==> config.mk <==
export PLATFORM = sky130hd
export DESIGN_NAME = pc_seq
export DESIGN_NICKNAME = d
export VERILOG_FILES = /design/src/rtl/pico.sv /design/src/rtl/pc_ras.sv /design/src/rtl/pc_seq.sv
export SDC_FILE = /design/constraint.sdc
export NUM_CORES = 1
export LEC_CHECK = 0
export BUFFER_PORTS_ARGS = -buffer_cell sky130_fd_sc_hd__clkbuf_2
export CORE_MARGIN = 2
export CORE_UTILIZATION = 45
export DETAILED_ROUTE_END_ITERATION = 10
export PLACE_DENSITY = 0.64
export SETUP_SLACK_MARGIN = 0.05
export SLEW_MARGIN = 40
export SYNTH_ARGS = -nofsm -noshare
export SYNTH_HDL_FRONTEND = slang
export SYNTH_HIERARCHICAL = 1
export SYNTH_SLANG_ARGS = --single-unit
export TNS_END_PERCENT = 10
==> constraint.sdc <==
create_clock -name clk_i -period 1.8 [get_ports clk_i]
set_input_delay 0 -clock clk_i [delete_from_list [all_inputs] [get_ports clk_i]]
set_output_delay 0 -clock clk_i [all_outputs]
set_load 0.05 [all_outputs]
==> src/rtl/pico.sv <==
// Shared pico core types: sequencer operation encoding.
package pico;

    typedef enum logic [2:0] {
        INCREMENT = 3'd0,
        RELATIVE  = 3'd1,
        ABSOLUTE  = 3'd2,
        HALT      = 3'd3,
        CALL      = 3'd4,
        RETURN    = 3'd5
    } modeSeq;

endpackage

==> src/rtl/pc_ras.sv <==
// Circular return-address stack: a top pointer plus a saturating count, so overflow
// silently discards the oldest entry and keeps the newest DEPTH addresses.
module pc_ras #(
    parameter int unsigned AW    = 8,
    parameter int unsigned DEPTH = 4,
    localparam int unsigned PW   = $clog2(DEPTH),
    localparam int unsigned CW   = PW + 1
) (
    input  logic          clk_i,
    input  logic          n_rst_i,
    input  logic          push,
    input  logic          pop,
    input  logic [AW-1:0] wdata,
    output logic [AW-1:0] rdata,
    output logic [CW-1:0] count,
    output logic          full,
    output logic          empty
);

    logic [AW-1:0] mem_q [DEPTH];
    logic [PW-1:0] top_q;
    logic [PW-1:0] wr_ptr;
    logic [CW-1:0] count_q;

    assign wr_ptr = top_q + PW'(1);
    assign full   = (count_q == CW'(DEPTH));
    assign empty  = (count_q == '0);
    assign count  = count_q;
    assign rdata  = mem_q[top_q];

    // Contents are don't-care after reset, so the storage has no reset.
    always_ff @(posedge clk_i) begin
        if (push) begin
            mem_q[wr_ptr] <= wdata;
        end
    end

    always_ff @(posedge clk_i or negedge n_rst_i) begin
        if (!n_rst_i) begin
            top_q   <= '0;
            count_q <= '0;
        end else if (push) begin
            top_q <= wr_ptr;
            if (!full) begin
                count_q <= count_q + CW'(1);
            end
        end else if (pop && !empty) begin
            top_q   <= top_q - PW'(1);
            count_q <= count_q - CW'(1);
        end
    end

endmodule

==> src/rtl/pc_seq.sv <==
// Program counter sequencer with return-address stack and sticky stack-error flags.
// Optional interrupt entry is built when PC_IRQ_EN is defined.
module pc_seq
    import pico::*;
#(
    parameter int unsigned AW      = 8,
    parameter int unsigned DW      = 8,
    parameter int unsigned DEPTH   = 4,
    parameter logic [AW-1:0] IRQ_VEC = AW'(1),
    localparam int unsigned CW     = $clog2(DEPTH) + 1
) (
    input  logic          clk_i,
    input  logic          n_rst_i,
    input  logic          en_i,
    input  modeSeq        mode_i,
    input  logic [DW-1:0] data_i,
    input  logic          clr_err_i,
    output logic [AW-1:0] addr_o,
    output logic [CW-1:0] depth_o,
    output logic          ovf_o,
    output logic          unf_o
`ifdef PC_IRQ_EN
    ,
    input  logic          irq_i,
    output logic          irq_ack_o
`endif
);

    logic [AW-1:0] addr_q, addr_d;
    logic          ovf_q, ovf_d;
    logic          unf_q, unf_d;
    logic          ovf_ev, unf_ev;
    logic          irq_take;

    logic          push, pop;
    logic [AW-1:0] wdata, rdata;
    logic          full, empty;
    logic [AW-1:0] data_ext;

    assign data_ext = AW'($signed(data_i));

`ifdef PC_IRQ_EN
    logic irq_ack_q;
    assign irq_take  = en_i & irq_i;
    assign irq_ack_o = irq_ack_q;
`else
    assign irq_take  = 1'b0;
`endif

    always_comb begin
        addr_d = addr_q;
        push   = 1'b0;
        pop    = 1'b0;
        wdata  = addr_q + AW'(1);
        ovf_ev = 1'b0;
        unf_ev = 1'b0;
        if (irq_take) begin
            // Save the un-executed instruction so RETURN re-runs it.
            push   = 1'b1;
            wdata  = addr_q;
            addr_d = IRQ_VEC;
            ovf_ev = full;
        end else if (en_i) begin
            case (mode_i)
                INCREMENT: addr_d = addr_q + AW'(1);
                RELATIVE:  addr_d = addr_q + data_ext;
                ABSOLUTE:  addr_d = data_ext;
                CALL: begin
                    push   = 1'b1;
                    addr_d = data_ext;
                    ovf_ev = full;
                end
                RETURN: begin
                    if (empty) begin
                        unf_ev = 1'b1;
                    end else begin
                        pop    = 1'b1;
                        addr_d = rdata;
                    end
                end
                default: addr_d = addr_q;
            endcase
        end
    end

    // Error events take priority over a same-cycle clear.
    always_comb begin
        ovf_d = ovf_ev ? 1'b1 : (clr_err_i ? 1'b0 : ovf_q);
        unf_d = unf_ev ? 1'b1 : (clr_err_i ? 1'b0 : unf_q);
    end

    always_ff @(posedge clk_i or negedge n_rst_i) begin
        if (!n_rst_i) begin
            addr_q <= '0;
            ovf_q  <= 1'b0;
            unf_q  <= 1'b0;
        end else begin
            addr_q <= addr_d;
            ovf_q  <= ovf_d;
            unf_q  <= unf_d;
        end
    end

`ifdef PC_IRQ_EN
    always_ff @(posedge clk_i or negedge n_rst_i) begin
        if (!n_rst_i) begin
            irq_ack_q <= 1'b0;
        end else begin
            irq_ack_q <= irq_take;
        end
    end
`endif

    pc_ras #(
        .AW    (AW),
        .DEPTH (DEPTH)
    ) u_ras (
        .clk_i   (clk_i),
        .n_rst_i (n_rst_i),
        .push    (push),
        .pop     (pop),
        .wdata   (wdata),
        .rdata   (rdata),
        .count   (depth_o),
        .full    (full),
        .empty   (empty)
    );

    assign addr_o = addr_q;
    assign ovf_o  = ovf_q;
    assign unf_o  = unf_q;

endmodule

* Yosys cells after proc, flatten, opt, wreduce, memory -nomap -nowiden
Memories as Yosys holds them, arrays and structs flattened.
Index checks and enable logic that the tools add are counted.
** Word-level totals
- RAM bits :: 32
- Output and inout port bits :: 13
- Memories kept :: 1
- Bits in registers :: 15
** Operators by class
- Eq/ne operators :: 7
- Reduce and logical (&&, ||, !) cells :: 11
- Add/subtract/negate cells :: 6
- Muxes and demuxes :: 22
** Memory list
- u_ras.mem_q :: depth 4, width 8, rd ports 1, clocked after memory_dff 0, write ports 1, RTL line pc_ras.sv:20 : logic [AW-1:0] mem_q [DEPTH];
** Operator list (count)
- 8-bit case mux with 4 select lines :: 1
- 1-bit 2-to-1 mux :: 15
- 3-bit equality test (second input constant) :: 3
- 3-bit 2-to-1 mux :: 3
- 8-bit by 1-bit adder with 8-bit output (second input constant) :: 1
- 8-bit adder :: 1
- 8-bit 2-to-1 mux :: 1
- 3-bit zero test :: 2
- 2-bit nonzero test :: 3
- 2-bit 2-to-1 mux :: 2
- 2-bit != test (second input constant) :: 2
- 4-bit nonzero test :: 1
- 3-bit by 1-bit adder with 3-bit output (second input constant) :: 1
- 3-bit by 1-bit equality test with 1-bit output (second input constant) :: 1
- 3-bit by 2-bit equality test with 1-bit output (second input constant) :: 1
- 3-bit AND reduction :: 1
- 3-bit by 1-bit subtractor with 3-bit output (second input constant) :: 1
- 2-bit by 1-bit adder with 2-bit output (second input constant) :: 1
- 2-bit AND reduction :: 1
- 2-bit OR reduction :: 1
- 2-bit by 1-bit subtractor with 2-bit output (second input constant) :: 1
- 1-bit logical AND :: 1
- 1-bit zero test :: 1

* Depth between registers and ports, before layout
- Word-level depth :: 7
- Gate-level depth with buffers :: 9

* Modules after synthesis
The synthesis kept the hierarchy.
** By module, submodules not included
- pc_ras :: instances 1, area each 1556.5 µm², cells each 84, seq. area each 1086.0 µm²
- pc_seq :: instances 1, area each 1332.5 µm², cells each 168, seq. area each 250.2 µm²

* Least setup slack after synthesis
Ideal clock, no wire load.
- Path kind :: register -> register
- Start point :: register addr_q[0] (netlist: addr_o[0])
- End point :: register addr_q[6] (netlist: addr_o[6])
- Setup time :: 130 ps
- Cell stages (with the launch flop) :: 8
- Path slack :: -483 ps
- Arrival time :: 2154 ps
- Path through :: dfrtp_1 ha_1 fa_1 a21o_1 and4_1 or3_1 nand3_1 a31oi_1
** Between the ends
- Cells in the longest elaborated chain, start to end :: 2
- Elaborated cells on any way between the ends :: 3
** Ends and longest elaborated chain
- start: declaration :: RTL line pc_seq.sv:29 : logic [AW-1:0] addr_q, addr_d;
- start signal: assignment :: RTL line pc_seq.sv:98 : addr_q <= addr_d;
- 8-bit adder or 8-bit by 1-bit adder with 8-bit output (tied branches) :: RTL line pc_seq.sv:66, pc_seq.sv:65
- 8-bit case mux with 4 select lines * :: RTL line pc_seq.sv:64 : case (mode_i)
Every way passes the cells marked *; elsewhere a longest branch is shown, timed or not.
A chain may end at the register's enable or synchronous reset.

* Worst setup path after layout
Ends and elaborated chain as after synthesis.

==> reports/results.ini <==
[clock_network]
cts_made_buffers=5
cts.sinks=47
cts_tree=yes
clk_pin_slew_ps=100
htree_levels=2
cts_root_buffer=clkbuf_8
clockBufferDepth=2
insertion_delay_ps=310

[logic_synthesis]
yosysTopAreaCell=edfxtp_1
synth_area_leaders=edfxtp_1, dfrtp_1, mux4_2
seq_area_frac_synth=0.463
syn_nets=281
netlist_instances=252
syn_area_mm2=0.00289
yosysMostFrequentCell=edfxtp_1
ys_async_sr_fraction=0.319
synth-edff-count=32
yosys_warnings=6
ys_types=54
avgSynthCellArea_um2=11.5
ys.flop_type=edfxtp_1
synth_top_area_frac=0.333
ys_ff_latch=47
synth_commonest_cells=edfxtp_1, nand2_1, a21oi_1

[timing]
rsz0062_at_grt=true
final_hold_viol_count=0
finClkSkew_ps=7.72
period_needed_ps=1910
post-route-period-util=1.06
finalSetupViolCount=5
worstMarginPinSlew_ps=447
slew_headroom=0.702
setup_tns_ps=-294
setup_slack_ps=-107
max_freq_mhz=524
slew_viol_final=0

[power_and_ir_drop]
p_per_area_mw_per_mm2=1340
swShare=0.417
power_frac_seq=0.334
p_sw_uw=1960
p_int_uw=2740
peakVddDrop_mv=0.882
clock_power_share=0.146
p_leak_uw=0.00136
combPwrFrac=0.519

[finish]
num-fill-cells=545
fin_util=0.557
area_delta_synth_final_pct=21.1
multi_input_area_mm2=0.00151
diodes=0
drive_above_1_share=0.340
seq_area_mm2=0.00134
fin_nets=337

[setup_path]
worstPathRequired_ps=2000
criticalPathCategory=flip-flop to flip-flop
end_kind=flip-flop
cp.arrival_ps=2110
crit_chain=ha_4 > fa_2 > a21o_1 > and4_1 > or3_1 > nand3_1 > a31oi_1
cp_slowest_cell=dfrtp_4
crit_family=simple AND/OR/NAND/NOR gates
startpoint_type=flip-flop
max_stage_delay_ps=510
path_max_fanout=2
cp_num_buf_inv=0
path_depth=7
r2r_cells=7

[grt]
grt_pass1_wl_mm=11.2
busiest_layer=met2
use_met1=0.276
grt_pass1_vias=2237
track_usage=0.203
antenna_found_initial=0
use_met3=0.0475
grt-ovfl-total=0
grt_use_met2=0.335
grt_max_degree=27

[placement]
port_buffers=27
place_ws_ps=-160
hpwl_mm=5.12
gp_congestion=0.809

[detailed_routing]
num_vias=2249
totalWireLength_mm=7.02
avgRoutedWirePerCell_um=18.2
detail_route.drc_violations=0
antenna_left=0
first_pass_iters=4
drtIter0Drc=244
routed_via_density=5.83

[outcome]
status=complete, but fails checks
failed_checks=setup timing

[hold_path]
hold-path-cell-count=5
hold_path.class=primary input to flip-flop

[floorplan]
initial_utilization=0.460
die-area_mm2=0.00708
pin_count=28
num_rows=29
core_area_mm2=0.00628
die_x_um=84.1
chipHeight_um=84.1

[flow_run]
max-cap-violations=0

## cells in the final DEF, fill, tap and decap left out, types with 3 or more instances in the layout
| cell type | Yosys | layout |
|---|---|---|
| buf_4 | 1 | 32 |
| edfxtp_1 | 32 | 32 |
| clkbuf_2 | 0 | 27 |
| nand2_1 | 20 | 20 |
| a21oi_1 | 18 | 18 |
| o21ai_0 | 15 | 13 |
| dfrtp_1 | 15 | 12 |
| nor2_1 | 10 | 10 |
| mux4_2 | 9 | 9 |
| ha_1 | 12 | 9 |
| inv_1 | 8 | 8 |
| nand3_1 | 8 | 8 |
| xnor2_1 | 5 | 5 |
| nor2b_1 | 5 | 5 |
| o22ai_1 | 5 | 5 |
| clkbuf_8 | 0 | 5 |
| a31oi_1 | 4 | 4 |
| nand2b_1 | 4 | 4 |
| o21a_1 | 4 | 4 |
| and3_1 | 4 | 3 |
| xor2_1 | 4 | 3 |
| or3_1 | 3 | 3 |
| nor3_1 | 4 | 3 |
| o31ai_1 | 3 | 3 |
| o21ai_1 | 1 | 3 |
| and2_1 | 5 | 3 |
| ha_4 | 0 | 3 |
## repair_timing
item	in CTS	in global routing
hold buffers	2	0
pin swaps	12	5
setup buffers	0	4
gates cloned	0	0
endpoints found under the setup margin	14	28
hold endpoints to repair	17	0
resized for setup	8	11
## cell families after synthesis
family | count (synthesis) | share of synthesized area
XOR/XNOR | 9 | 0.0273
adder cells (fa/ha/maj) | 14 | 0.0658
AO/OA/AOI/OAI | 74 | 0.176
buffers and inverters | 22 | 0.0485
multiplexers | 12 | 0.0814
AND/OR/NAND/NOR | 74 | 0.138
flip-flops | 47 | 0.463
## path summary, 6_finish.rpt
path                            from         to  slack, ps
min in group asynchronous    n_rst_i  addr_o[3]        150
max reg2reg                addr_o[0]  addr_o[6]       -110
min reg2reg                    ovf_o      ovf_o        530
max                        addr_o[0]  addr_o[6]       -110
min                        data_i[5]  addr_o[5]        120
max in group asynchronous    n_rst_i  addr_o[0]       1320
## routing by layer
layer | up-vias | share of wire
li1 | 1064 | -
met1 | 1113 | 0.44
met2 | 67 | 0.49
met3 | 5 | 0.056
met4 | 0 | 0.0081
met5 | - | 0
## layout make-up
class,count,share of cell area
Clock inverter,3,0.00644
Sequential cell,47,0.384
Timing Repair Buffer,63,0.122
Tap cell,77,0.0275
Clock buffer,5,0.0197
Inverter,8,0.00858
Multi-Input combinational cell,183,0.432
## metrics by stage
| step | hold slack [ps] | cell area, um2 | total power (uW) | instances |
|---|---|---|---|---|
| detailed placement | -42.0 | 3270 | 3880 | 372 |
| finish | 124 | 3500 | 4700 | 386 |
| floorplan | -296 | 2910 | 3110 | 252 |
| global placement | -44.1 | 3270 | 3830 | 372 |
| CTS | 111 | 3430 | 4640 | 382 |
| global route | 154 | 3500 | 4990 | 386 |
## flip-flops by register name, indices dropped and copies added (netlist names)
| signal | flops |
|---|---|
| u_ras/top_q | 2 |
| u_ras/count | 3 |
| ovf_o | 1 |
| unf_o | 1 |
| u_ras/mem_q | 32 |
| addr_o | 8 |
## worst reg2reg max path, stage by stage, from the launching register on
cell     delay, ps
dfrtp_4        510
ha_4           170
fa_2           340
a21o_1         180
and4_1         150
or3_1          300
nand3_1         70
a31oi_1         70
## power by group through the flow
| stage | logic [uW] | registers, uW | clock network, uW |
|---|---|---|---|
| 5_1_grt | 2660 | 1590 | 736 |
| 3_5_place_dp | 2290 | 1590 | 0 |
| 4_1_cts | 2370 | 1570 | 706 |
| 6_report | 2440 | 1570 | 689 |
| 2_1_floorplan | 1170 | 1940 | 0 |
| 3_3_place_gp | 2250 | 1580 | 0 |
Note: power is estimated with default switching activity, not from simulation.
